`config.mk`:
```
export PLATFORM = sky130hd
export DESIGN_NAME = commu_m_tp
export DESIGN_NICKNAME = d
export VERILOG_FILES = /design/src/rtl/commu_m_tp.sv
export SDC_FILE = /design/constraint.sdc
export NUM_CORES = 1
export LEC_CHECK = 0
export ABC_AREA = 0
export CAP_MARGIN = 0
export CORE_MARGIN = 5
export CORE_UTILIZATION = 61
export DETAILED_ROUTE_END_ITERATION = 10
export PLACE_DENSITY = 0.81
export SLEW_MARGIN = 5
export SYNTH_ARGS = -nofsm -noshare
export SYNTH_HDL_FRONTEND = slang
export SYNTH_SLANG_ARGS = --single-unit
```
`constraint.sdc`:
```
create_clock -name clk_sys -period 3.6 [get_ports clk_sys]
set_input_delay 0.72 -clock clk_sys [delete_from_list [all_inputs] [get_ports clk_sys]]
set_output_delay 0.72 -clock clk_sys [all_outputs]
set_load 0.05 [all_outputs]
```
`src/rtl/commu_m_tp.sv`:
```
// commu_m_tp -- framed test-pattern byte source for the communication master.
//
// Produces frames of HEAD0, HEAD1, frame counter, PAYLOAD_LEN payload bytes
// and an 8-bit additive checksum. The payload pattern comes from cfg_tp[2:0].
// Bytes are presented show-ahead: tp_q holds the current byte and a tp_rd
// pulse while tp_vld is high consumes it; the next byte appears one clock later.
//
// Ports:
//   clk_sys  in   system clock, rising edge
//   rst_n    in   asynchronous active-low reset
//   cfg_tp   in   [7]=enable, [2:0]=pattern mode, [6:3] ignored
//   tp_rd    in   consume the byte currently on tp_q
//   tp_q     out  current pattern byte (registered)
//   tp_vld   out  tp_q holds a valid stream byte
//   tp_sof   out  tp_q holds HEAD0 (start of frame)
module commu_m_tp #(
    parameter int         PAYLOAD_LEN = 16,
    parameter logic [7:0] HEAD0       = 8'hEB,
    parameter logic [7:0] HEAD1       = 8'h90,
    parameter logic [6:0] PRBS_SEED   = 7'h7F
) (
    input  logic       clk_sys,
    input  logic       rst_n,
    input  logic [7:0] cfg_tp,
    input  logic       tp_rd,
    output logic [7:0] tp_q,
    output logic       tp_vld,
    output logic       tp_sof
);

    typedef enum logic [2:0] {
        S_IDLE, S_HD0, S_HD1, S_CNT, S_PAY, S_SUM
    } state_t;

    localparam logic [7:0] LAST_IDX = 8'(PAYLOAD_LEN - 1);

    state_t     state_q, state_d;
    logic [2:0] mode_q, mode_d;
    logic [7:0] frame_cnt_q, frame_cnt_d;
    logic [7:0] sum_q, sum_d;
    logic [7:0] idx_q, idx_d;
    logic [7:0] inc_cnt_q, inc_cnt_d;
    logic [7:0] walk_q, walk_d;
    logic [6:0] lfsr_q, lfsr_d;
    logic [7:0] byte_q, byte_d;
    logic       vld_q, vld_d;
    logic       sof_q, sof_d;

    logic       adv;
    logic [7:0] cur_pay;
    logic       unused_cfg;

    assign unused_cfg = ^cfg_tp[6:3];

    // Modes 5..7 are folded onto mode 0 when latched.
    function automatic logic [2:0] norm_mode(input logic [2:0] m);
        return (m > 3'd4) ? 3'd0 : m;
    endfunction

    function automatic logic [7:0] pay_byte(input logic [2:0] m, input logic [7:0] idx,
                                            input logic [7:0] inc, input logic [6:0] lfsr,
                                            input logic [7:0] walk);
        case (m)
            3'd1:    return inc;
            3'd2:    return idx[0] ? 8'hAA : 8'h55;
            3'd3:    return {1'b0, lfsr};
            3'd4:    return walk;
            default: return 8'h00;
        endcase
    endfunction

    always_comb begin
        state_d     = state_q;
        mode_d      = mode_q;
        frame_cnt_d = frame_cnt_q;
        sum_d       = sum_q;
        idx_d       = idx_q;
        inc_cnt_d   = inc_cnt_q;
        walk_d      = walk_q;
        lfsr_d      = lfsr_q;
        adv         = tp_rd && vld_q;
        cur_pay     = pay_byte(mode_q, idx_q, inc_cnt_q, lfsr_q, walk_q);

        if (!cfg_tp[7]) begin
            // Disable drops any partial frame.
            state_d = S_IDLE;
        end else begin
            case (state_q)
                S_IDLE: begin
                    mode_d      = norm_mode(cfg_tp[2:0]);
                    frame_cnt_d = 8'h00;
                    inc_cnt_d   = 8'h00;
                    idx_d       = 8'h00;
                    walk_d      = 8'h01;
                    lfsr_d      = PRBS_SEED;
                    state_d     = S_HD0;
                end
                S_HD0: if (adv) state_d = S_HD1;
                S_HD1: if (adv) state_d = S_CNT;
                S_CNT: if (adv) begin
                    sum_d   = frame_cnt_q;
                    idx_d   = 8'h00;
                    state_d = S_PAY;
                end
                S_PAY: if (adv) begin
                    sum_d = sum_q + cur_pay;
                    // Only the active pattern generator advances.
                    case (mode_q)
                        3'd1:    inc_cnt_d = inc_cnt_q + 8'h01;
                        3'd3:    lfsr_d    = {lfsr_q[5:0], lfsr_q[6] ^ lfsr_q[5]};
                        3'd4:    walk_d    = {walk_q[6:0], walk_q[7]};
                        default: ;
                    endcase
                    if (idx_q == LAST_IDX) state_d = S_SUM;
                    else idx_d = idx_q + 8'h01;
                end
                S_SUM: if (adv) begin
                    frame_cnt_d = frame_cnt_q + 8'h01;
                    mode_d      = norm_mode(cfg_tp[2:0]);
                    state_d     = S_HD0;
                end
                default: state_d = S_IDLE;
            endcase
        end

        // Output byte is computed from the next state so tp_q is a pure register.
        case (state_d)
            S_HD0:   byte_d = HEAD0;
            S_HD1:   byte_d = HEAD1;
            S_CNT:   byte_d = frame_cnt_d;
            S_PAY:   byte_d = pay_byte(mode_d, idx_d, inc_cnt_d, lfsr_d, walk_d);
            S_SUM:   byte_d = sum_d;
            default: byte_d = 8'h00;
        endcase
        vld_d = (state_d != S_IDLE);
        sof_d = (state_d == S_HD0);
    end

    always_ff @(posedge clk_sys or negedge rst_n) begin
        if (!rst_n) begin
            state_q     <= S_IDLE;
            mode_q      <= 3'd0;
            frame_cnt_q <= 8'h00;
            sum_q       <= 8'h00;
            idx_q       <= 8'h00;
            inc_cnt_q   <= 8'h00;
            walk_q      <= 8'h01;
            lfsr_q      <= PRBS_SEED;
            byte_q      <= 8'h00;
            vld_q       <= 1'b0;
            sof_q       <= 1'b0;
        end else begin
            state_q     <= state_d;
            mode_q      <= mode_d;
            frame_cnt_q <= frame_cnt_d;
            sum_q       <= sum_d;
            idx_q       <= idx_d;
            inc_cnt_q   <= inc_cnt_d;
            walk_q      <= walk_d;
            lfsr_q      <= lfsr_d;
            byte_q      <= byte_d;
            vld_q       <= vld_d;
            sof_q       <= sof_d;
        end
    end

    assign tp_q   = byte_q;
    assign tp_vld = vld_q;
    assign tp_sof = sof_q;

endmodule

```
-- Yosys cells after proc, flatten, opt, wreduce, memory -nomap -nowiden
Index checks and enable logic that the tools add are counted.
- reduce and logical (&&, ||, !) cells: 5
- bitwise logic cells: 1
- $lt $le $gt $ge: 1
- add/subtract/negate cells: 4
- equal/unequal tests: 22
- mux-type cells: 41
- operators with widths (kind ; count):
    $mux W8 ; 16
    $pmux W8 S2 ; 4
    $pmux W8 S4 ; 2
    $pmux W8 S5 ; 1
    $mux W3 ; 10
    $add A8 B1 Y8 const B ; 3
    $eq A3 B2 Y1 const B ; 8
    $pmux W8 S3 ; 1
    $mux W7 ; 3
    $eq A3 B3 Y1 const B ; 6
    $pmux W3 S6 ; 1
    $pmux W7 S2 ; 1
    $eq A3 B1 Y1 const B ; 4
    $add A8 B8 Y8 ; 1
    $eq A8 B4 Y1 const B ; 1
    $ne A2 B2 Y1 const B ; 3
    $pmux W3 S2 ; 1
    $reduce_bool A3 Y1 ; 2
    $reduce_and A5 Y1 ; 1
    $gt A3 B3 Y1 const B ; 1
    $logic_not A3 Y1 ; 1
    $logic_and A1 B1 Y1 ; 1
    $mux W1 ; 1
    $xor A1 B1 Y1 ; 1
- register bits after elaboration: 63
- word-level logic and storage cells: 86
- input port bits: 11

-- Depth between registers and ports, before layout
Gate-level depths: netlist (run 1).
- depth after elaboration: 8
- mapped depth: 16
- depth with buffers taken out: 15

-- Least setup slack after synthesis (run 1)
OpenSTA, ideal clock, no wires.
- path type: register to register
- start: register mode_q[1]
- end: register byte_q[6] (netlist: tp_q[6])
- data arrival time: 2977 ps
- cell stages (with the launch flop): 17
- slack: 500 ps
- period minus slack after synthesis: 3100 ps
- required time: 3476 ps
- cells stage by stage: dfrtp_1 clkbuf_1 nor3b_1 ha_1 o21bai_1 a221oi_1 a21oi_1 ha_1 inv_1 fa_1 nor2b_1 o31a_1 o21ai_0 nand2b_1 xnor2_1 o31ai_1 a211o_1
- longest elaborated chain between the ends: 7
- elaborated cells between the ends (all ways): 30
- those cells by class: add/sub (1); eq/ne (8); mux (21)
- RTL lines (what ; line ; RTL):
    start: declaration ; 38 ; logic [2:0] mode_q, mode_d;
    start signal: assignment ; 154 ; mode_q <= mode_d;
    $eq A3 B3 Y1, or another cell as far along ; 63 ; case (m)
    $pmux W8 S4 * ; 63 ;
    $add A8 B8 Y8 * ; 106 ; sum_d = sum_q + cur_pay;
    $mux W8 * ; 105 ; S_PAY: if (adv) begin
    $pmux W8 S2 * ; 88 ; case (state_q)
    $mux W8 * ; 84 ; if (!cfg_tp[7]) begin
    via sum_d[6] ; 40 ; logic [7:0] sum_q, sum_d;
    $pmux W8 S5 * ; 127 ; case (state_d)
    via byte_d[6] ; 45 ; logic [7:0] byte_q, byte_d;
    end signal: assignment ; 161 ; byte_q <= byte_d;
    end: declaration ; 45 ;
Mark *: on every way through the listed nets, which the timed path passes. The rest lies on a longest branch.
A chain may end at the register's enable or synchronous reset.

-- Worst setup path after layout (run 1)
- start: register mode_q[2]
- end: register byte_q[6] (netlist: tp_q[6])
The elaborated chain is that of the path after synthesis.

==> flow_summary.yaml, run 1 <==
run_status:
  outcome: "completed"
setup_path:
  crit_type: "register to register"
  cp.required_ns: 3.83
  worst_path_max_delay_cell: "fa_1"
  worst-path-max-fanout: 3
  critPathLaunchType: "register"
  crit_top_cell: "ha_1"
  max_stage_delay_ns: 0.41
  path_cells: "nor3b_2 > ha_1 > o21bai_1 > a221oi_1 > a21oi_1 > ha_1 > inv_1 > fa_1 > nor2b_1 > o31a_1 > o21ai_0 > nand2b_1 > xnor2_1 > o31ai_1 > a211o_1"
  end_kind: "register"
  arrival_ns: 3.50
detailed_routing:
  detail_route.iter0.violations: 472
  finalWirelength_um: 11200
  viasPerCell: 6.81
  antenna_left: 0
  firstDrtPassIters: 6
  vias: 3766
  wl_per_cell_um: 20.2
  drc: 0
layout:
  nets: 494
  mostFrequentLayoutCells: "55 x dfrtp_1, 40 x nand2_1, 32 x o21ai_0"
  drive_above_1_share_pct: 12.6
  final_common_cell: "dfrtp_1"
  final_util_pct: 70.9
  antenna_cells: 0
  syn_to_final_growth_pct: 12.1
  post-route-cell-area_um2: 4530
placement:
  place.port_buffers: 16
  placedInstanceArea_um2: 4320
  gp_congestion: 0.954
  place_hpwl_um: 8230
  place_ws_ns: 0.196
yosys:
  synthTopCellsByArea: "dfrtp_1 34%, dfstp_2 5.2%, o21ai_0 4.0%"
  synth_top_family_by_area: "compound AO/OA/AOI/OAI gates"
  async_flop_share_pct: 100
  netlist_area_um2: 4040
  synth-compound-area-share_pct: 26.0
  postSynthAreaPerCell_um2: 9.02
  synth-xor-area-share_pct: 2.38
  synth_top_area_share_pct: 34.1
  synth.distinct_cells: 68
  synthFlopType: "dfrtp_1"
  synth.area.mux_share_pct: 2.35
  netlist_instances: 448
  yosysSeqAreaShare_pct: 39.3
  synth_enable_flop_cells: 0
  synth_warnings: 0
  syn_nets: 471
  synth-seq-cells: 63
  synth_top_area_cell: "dfrtp_1"
  synth_fa_ha_area_share_pct: 3.90
  yosys.area_share.simple_pct: 21.3
grt:
  grt_pass1_vias: 3555
  grt_pass1_wl_um: 18300
  grt_start_max_net_pins: 47
  grt_usage_pct: 27.5
  gr-total-overflow: 0
  antenna_found_initial: 0
sta:
  slew_headroom_pct: 30.6
  fmax_mhz: 306
  worst_pin_slew_ns: 1.04
  grt_setup_unrepaired: "no"
  finClkSkew_ns: 0.00570
  period_share_pct: 90.9
  period_minus_slack_ns: 3.27
  finalSetupTns_ns: 0
  slew_viol_final: 0
  fin_ws_ns: 0.328
  setup_viol: 0
  final_hold_viol_count: 0
floorplanning:
  num_rows: 29
  ios: 21
  die_y_um: 91.4
  start_util_pct: 63.3
  core_um2: 6390
  die_area_um2: 8350
  die_w_um: 91.4
clock_network:
  postCtsSetupRepairBufs: 0
  insertion_delay_ns: 0.34
  cts_resized: 0
  numCtsBuffers: 9
  cts-root-buf: "clkbuf_8"
  cts-hold-fix-buffers: 0
  cts_tree: "built"
  clkTransAtPathRegs_ns: 0.07
  cts_max_level: 3
  cts_sinks: 63
  clockBufferDepth: 2
power:
  peakVddDrop_v: 0.000304
  p_leak_nw: 2.03
  p_total_mw: 1.70
  powerDensity_nw_per_um2: 375
worst_hold_path:
  hold_path_class: "register to register"
flow_run:
  maxCapViolations: 0
[synth_stat cells (6+ instances only)]
cell,instances
clkbuf_1,13
o22a_1,6
and3_1,11
nor2_1,29
dfstp_2,8
a21oi_1,24
nor2b_1,8
dfrtp_1,55
nor3b_1,6
nand3_1,29
ha_1,11
nand2_1,40
inv_1,19
nand4_1,6
a21o_1,12
a22oi_1,8
a22o_1,12
o21ai_0,32
a221oi_1,8
nand2b_1,9
xor2_1,6
[cells by family after synthesis]
logic type | after synthesis
and+or+nand+nor | 164
AOI/OAI and AO/OA | 146
DFF | 63
buffers and inverters | 43
adders and majority gates | 12
xor gates and xnor gates | 11
muxes | 9
[layout make-up]
| class | instances | area [µm²] |
|---|---|---|
| Tap cell | 77 | 96.3 |
| Fill cell | 499 | 1860 |
| Timing Repair Buffer | 35 | 298 |
| Inverter | 20 | 75.1 |
| Multi-Input combinational cell | 342 | 2270 |
| Clock inverter | 3 | 40.0 |
| Sequential cell | 63 | 1590 |
| Clock buffer | 13 | 169 |
[worst max-delay path, delay by kind of cell (launching register included)]
family | cells | cell delay, ns
adder cells (fa/ha/maj) | 3 | 0.91
AO/OA/AOI/OAI | 7 | 1.17
XOR/XNOR | 1 | 0.13
buffers and inverters | 1 | 0.06
AND/OR/NAND/NOR | 3 | 0.50
flip-flops | 1 | 0.39
[power by group]
group	leakage, nW	internal, mW	switching, mW
logic	1.09	0.115	0.203
clock network	0.109	0.375	0.271
registers	0.833	0.723	0.0138
total	2.03	1.21	0.488
[sequential cells by signal, summed over array words and instances (netlist names), 3 cells and up]
register     cells
walk_q           8
frame_cnt_q      8
mode_q           3
inc_cnt_q        8
lfsr_q           7
sum_q            8
state_q          3
idx_q            8
tp_q             8
[metrics by stage]
stage / instances / hold slack (ns)
floorplan: 448 / 0.424
global route: 553 / 0.517
detailed placement: 537 / 0.488
global placement: 537 / 0.465
CTS: 553 / 0.508
finish: 553 / 0.508
[final timing paths]
kind	depth (start not counted)	startpoint	endpoint	slack, ns
min	1	idx_q[3]	idx_q[3]	0.51
min reg2reg	1	idx_q[3]	idx_q[3]	0.51
max reg2reg	15	mode_q[2]	tp_q[6]	0.33
max	15	mode_q[2]	tp_q[6]	0.33
min in group asynchronous	1	rst_n	idx_q[4]	0.56
max in group asynchronous	2	rst_n	state_q[2]	2.20
[metal layers]
metal	GRT usage (%)	wire length [µm]	share of wire (%)	vias up
li1	-	-	-	1711
met1	37.0	4610	41	1798
met2	43.8	5240	47	210
met3	5.87	950	8.5	47
met4	9.90	392	3.5	0
met5	0	0	0	-
Power figures use the tool's default switching activity.
==> run 2, diff against run 1 <==
--- a/config.mk
+++ b/config.mk
@@ -6,9 +6,10 @@
 export NUM_CORES = 1
 export LEC_CHECK = 0
 export ABC_AREA = 0
-export CAP_MARGIN = 0
+export CAP_MARGIN = 20
 export CORE_MARGIN = 5
 export CORE_UTILIZATION = 61
+export CTS_BUF_LIST = sky130_fd_sc_hd__clkbuf_16
 export DETAILED_ROUTE_END_ITERATION = 10
 export PLACE_DENSITY = 0.81
 export SLEW_MARGIN = 5
==> constraint.sdc (replaced) <==
create_clock -name clk_sys -period 3.7 [get_ports clk_sys]
set_input_delay 0.74 -clock clk_sys [delete_from_list [all_inputs] [get_ports clk_sys]]
set_output_delay 0.74 -clock clk_sys [all_outputs]
set_load 0.05 [all_outputs]
==> run 2 against run 1 <==
  * Register-to-register slack gained 0.04 ns
  * Fmax shrank 1.7%
  * First-iteration DRC count grew 16%
  * Worst setup slack gained 0.044 ns
  * Via count shrank 0.27%
  * Sequential power shrank 2%
  * Critical path type unchanged
  * Highest routed layer unchanged
==> flow_summary.yaml, run 2 (synthesis gave the netlist of run 1 again) <==
run_status:
  outcome: "completed"
sta:
  period_share_pct: 89.9
  fmax_mhz: 301
  final_hold_viol_count: 0
  finClkSkew_ns: 0.00751
  finalSetupTns_ns: 0
  setup_viol: 0
  grt_setup_unrepaired: "no"
  slew_viol_final: 0
  worst_pin_slew_ns: 0.838
  period_minus_slack_ns: 3.33
  slew_headroom_pct: 44.1
grt:
  gr-total-overflow: 0
  grt_util_met2_pct: 43.8
  antenna_found_initial: 0
  grtUsageMet1_pct: 35.8
  top_usage_layer: "met2"
  grt_pass1_wl_um: 18000
  grt_usage_pct: 27.3
  grt_pass1_vias: 3533
  use_met3_pct: 5.45
  grt_start_max_net_pins: 40
floorplanning:
  die_area_um2: 8350
  die_w_um: 91.4
  num_rows: 29
  start_util_pct: 63.3
  core_um2: 6390
  die_y_um: 91.4
  ios: 21
layout:
  drive_above_1_share_pct: 11.8
  nets: 491
  final_common_cell: "dfrtp_1"
  regArea_um2: 1590
  mostFrequentLayoutCells: "55 x dfrtp_1, 40 x nand2_1, 32 x o21ai_0"
  multiInputGateArea_um2: 2260
  fillCellCount: 466
  syn_to_final_growth_pct: 14.0
  antenna_cells: 0
  post-route-cell-area_um2: 4610
detailed_routing:
  antenna_left: 0
  detail_route.iter0.violations: 549
  finalWirelength_um: 11000
  firstDrtPassIters: 6
  vias: 3756
  wl_per_cell_um: 20.1
  drc: 0
  viasPerCell: 6.83
setup_path:
  crit_type: "register to register"
  end_kind: "register"
  reg2regPathDepth: 15
  cp.required_ns: 3.91
  arrival_ns: 3.54
  worst-path-max-fanout: 3
  critPathLaunchType: "register"
clock_network:
  cts_resized: 0
  insertion_delay_ns: 0.33
  clockBufferDepth: 2
  postCtsSetupRepairBufs: 0
  cts-root-buf: "clkbuf_16"
  cts_sinks: 63
  cts_max_level: 3
  numCtsBuffers: 9
  cts-hold-fix-buffers: 0
  clkTransAtPathRegs_ns: 0.05
  cts_tree: "built"
placement:
  place_hpwl_um: 8030
  gp_congestion: 0.942
  place.port_buffers: 16
  placedInstanceArea_um2: 4290
power:
  powerDensity_nw_per_um2: 415
  peakVddDrop_v: 0.000307
  p_leak_nw: 2.06
flow_run:
  maxCapViolations: 0
worst_hold_path:
  hold_path_class: "input port to asynchronous set/reset pin"
==> run 2: cell count changes in the layout (fill, tap and decap cells not counted), sizes merged <==
| cell | delta |
|---|---|
| clkbuf | -4 |
| clkinv | +3 |
| bufinv | +1 |
| buf | -3 |
==> run 2: critical path: stages (launching register included) <==
cell,delay (ns)
dfrtp_1,0.38
nor3b_1,0.31
ha_1,0.28
o21bai_1,0.13
a221oi_1,0.09
a21oi_1,0.24
ha_1,0.22
inv_1,0.05
fa_1,0.40
nor2b_1,0.16
o31a_1,0.16
o21ai_0,0.09
nand2b_1,0.10
xnor2_1,0.13
o31ai_1,0.12
a211o_1,0.33
==> run 2: final cells by class <==
cell class / instances / share of cell area (%)
timing repair buffer: 32 / 5.98
inverter: 20 / 1.63
multi-input combinational: 342 / 49.1
sequential: 63 / 34.4
clock buffer: 9 / 4.89
clock inverter: 7 / 1.90
tap: 77 / 2.09
==> run 2: where the power goes <==
| group | internal [mW] | switching, mW | total, mW |
|---|---|---|---|
| Sequential | 0.705 | 0.0161 | 0.721 |
| Clock | 0.584 | 0.303 | 0.887 |
| Combinational | 0.110 | 0.194 | 0.304 |
==> run 2: path summary, 6_finish.rpt <==
path | from | endpoint | slack, ns
hold reg to reg | idx_q[7] | idx_q[7] | 0.50
min in group clk_sys | idx_q[7] | idx_q[7] | 0.50
setup / recovery | mode_q[2] | tp_q[6] | 0.37
max in group asynchronous | rst_n | walk_q[0] | 2.36
hold / removal | rst_n | idx_q[5] | 0.41
setup reg to reg | mode_q[2] | tp_q[6] | 0.37
==> run 2: through the flow <==
step	power, mW	hold slack (ns)	std cells	setup slack [ns]	utilization [%]
final	1.91	0.409	550	0.372	72.1
after global routing	1.98	0.462	550	0.162	72.1
after CTS	1.91	0.428	550	0.378	72.1
after detailed placement	1.03	0.481	534	0.212	67.2
after global placement	1.02	0.467	534	0.294	67.2
after floorplan	0.934	0.444	448	0.600	-
==> run 2: layer usage <==
metal / up-vias / wire length, µm
met1: 1780 / 4500
met3: 55 / 894
met5: - / 0
met2: 208 / 5190
met4: 0 / 446
li1: 1713 / -
==> run 3, diff against run 2 <==
--- a/config.mk
+++ b/config.mk
@@ -11,7 +11,7 @@
 export CORE_UTILIZATION = 61
 export CTS_BUF_LIST = sky130_fd_sc_hd__clkbuf_16
 export DETAILED_ROUTE_END_ITERATION = 10
-export PLACE_DENSITY = 0.81
+export PLACE_DENSITY = 0.89
 export SLEW_MARGIN = 5
 export SYNTH_ARGS = -nofsm -noshare
 export SYNTH_HDL_FRONTEND = slang
==> run 3 against run 2 <==
  * Clock power up 8.2%
  * Highest routed layer unchanged
  * Design area up 1.1%
  * Clock skew down 0.0031 ns
  * Fmax down 2.0%
  * Sequential power about the same
  * Combinational power up 2%
==> flow_summary.yaml, run 3 (synthesis gave the netlist of run 1 again) <==
sta:
  whs_ns: 0.271
  period_share_pct: 91.8
  setup_viol: 0
  worst_pin_slew_ns: 0.830
  slew_viol_final: 0
  finalSetupTns_ns: 0
  slew_headroom_pct: 44.7
  fmax_mhz: 294
  finClkSkew_ns: 0.00442
  period_minus_slack_ns: 3.40
  final_hold_viol_count: 0
  grt_setup_unrepaired: "no"
placement:
  place.port_buffers: 16
  place_inst: 535
  place_hpwl_um: 8180
  gp_congestion: 1.00
clock_network:
  clockBufferDepth: 2
  cts_max_level: 3
  cts-root-buf: "clkbuf_16"
  insertion_delay_ns: 0.33
  postCtsSetupRepairBufs: 0
  numCtsBuffers: 9
  cts_sinks: 63
  clkTransAtPathRegs_ns: 0.05
  cts-hold-fix-buffers: 0
  cts_resized: 0
  cts_tree: "built"
setup_path:
  arrival_ns: 3.61
  worst_path_max_delay_cell: "fa_1"
  max_stage_delay_ns: 0.40
  end_kind: "register"
  critPathLaunchType: "register"
  worst-path-max-fanout: 3
  path_cells: "nor3b_1 > ha_1 > o21bai_1 > a221oi_1 > a21oi_1 > ha_1 > inv_1 > fa_1 > nor2b_1 > o31a_1 > o21ai_0 > nand2b_1 > xnor2_1 > o31ai_1 > a211o_1"
  crit_type: "register to register"
  cp.required_ns: 3.91
  crit_top_cell: "ha_1"
floorplanning:
  core_um2: 6390
  num_rows: 29
  die_area_um2: 8350
  ios: 21
  die_w_um: 91.4
  start_util_pct: 63.3
  die_y_um: 91.4
layout:
  final_util_pct: 72.9
  syn_to_final_growth_pct: 15.3
  drive_above_1_share_pct: 12.2
  antenna_cells: 0
  instances_no_fill: 552
  mostFrequentLayoutCells: "55 x dfrtp_1, 40 x nand2_1, 32 x o21ai_0"
  nets: 493
  final_common_cell: "dfrtp_1"
detailed_routing:
  vias: 3874
  viasPerCell: 7.02
  wl_per_cell_um: 21.0
  antenna_left: 0
  detail_route.iter0.violations: 550
  drc: 0
  firstDrtPassIters: 8
  finalWirelength_um: 11600
power:
  p_clk_share_pct: 48.2
  internal_power_mw: 1.47
  pwr-share-comb_pct: 15.6
  seqPwrFrac_pct: 36.2
  p_leak_nw: 2.08
  powerDensity_nw_per_um2: 427
  switching_share_pct: 26.2
  peakVddDrop_v: 0.000360
  p_switching_mw: 0.521
flow_run:
  maxCapViolations: 0
grt:
  grt_pass1_vias: 3699
  grt_usage_pct: 28.1
  antenna_found_initial: 0
  gr-total-overflow: 0
  grt_start_max_net_pins: 48
  grt_pass1_wl_um: 18700
worst_hold_path:
  hold_path_class: "input port to asynchronous set/reset pin"
run_status:
  outcome: "completed"
-- run 3: cell count changes in the layout (fill, tap and decap cells not counted), sizes merged --
cell / delta
clkinvlp: +1
clkinv: -2
bufinv: +1
buf: +2
-- run 3: power groups by stage --
stage          registers, mW  clock network, mW  logic [mW]
6_report               0.720              0.960       0.310
5_1_grt                0.723              0.986       0.332
4_1_cts                0.720              0.955       0.302
3_5_place_dp           0.731                  0       0.298
3_3_place_gp           0.730                  0       0.289
2_1_floorplan          0.751                  0       0.183
-- run 3: metal layers --
| layer | track usage [%] | vias up | routed length, µm |
|---|---|---|---|
| li1 | - | 1716 | - |
| met1 | 36.0 | 1843 | 4540 |
| met2 | 47.4 | 260 | 5620 |
| met3 | 4.38 | 55 | 964 |
| met4 | 11.5 | 0 | 446 |
| met5 | 0 | - | 0 |
-- run 3: per-stage QoR --
step,setup WS [ns],cell area [µm²],power (mW)
finish,0.304,4660,1.99
global route,0.0809,4660,2.04
CTS,0.371,4640,1.98
detailed placement,0.224,4300,1.03
global placement,0.254,4300,1.02
floorplan,0.600,4040,0.934
-- run 3: worst max-delay path, delay by kind of cell, from the launching register on --
family	cells	cell delay, ns
compound gates	7	1.20
xor+xnor	1	0.12
fa+ha+maj	3	0.94
buf+inv	1	0.06
flops	1	0.39
simple gates	3	0.57
-- run 3: path summary, 6_finish.rpt --
kind / cells after the start / slack (ns) / to / start
worst max-delay path: 15 / 0.30 / tp_q[6] / mode_q[2]
worst min-delay path: 1 / 0.27 / idx_q[5] / rst_n
worst max register to register: 15 / 0.30 / tp_q[6] / mode_q[2]
worst min register to register: 1 / 0.49 / idx_q[7] / idx_q[7]
max in group asynchronous: 2 / 2.86 / lfsr_q[1] / rst_n
min in group clk_sys: 1 / 0.49 / idx_q[7] / idx_q[7]
-- run 3: layout make-up --
type | instances | area (µm²)
clock inverters | 7 | 111
multi-input cells | 342 | 2260
inverters | 20 | 75.1
clock buffers | 9 | 225
well taps | 77 | 96.3
repair buffers | 34 | 303
fillers | 430 | 1730
flip-flops and latches | 63 | 1590
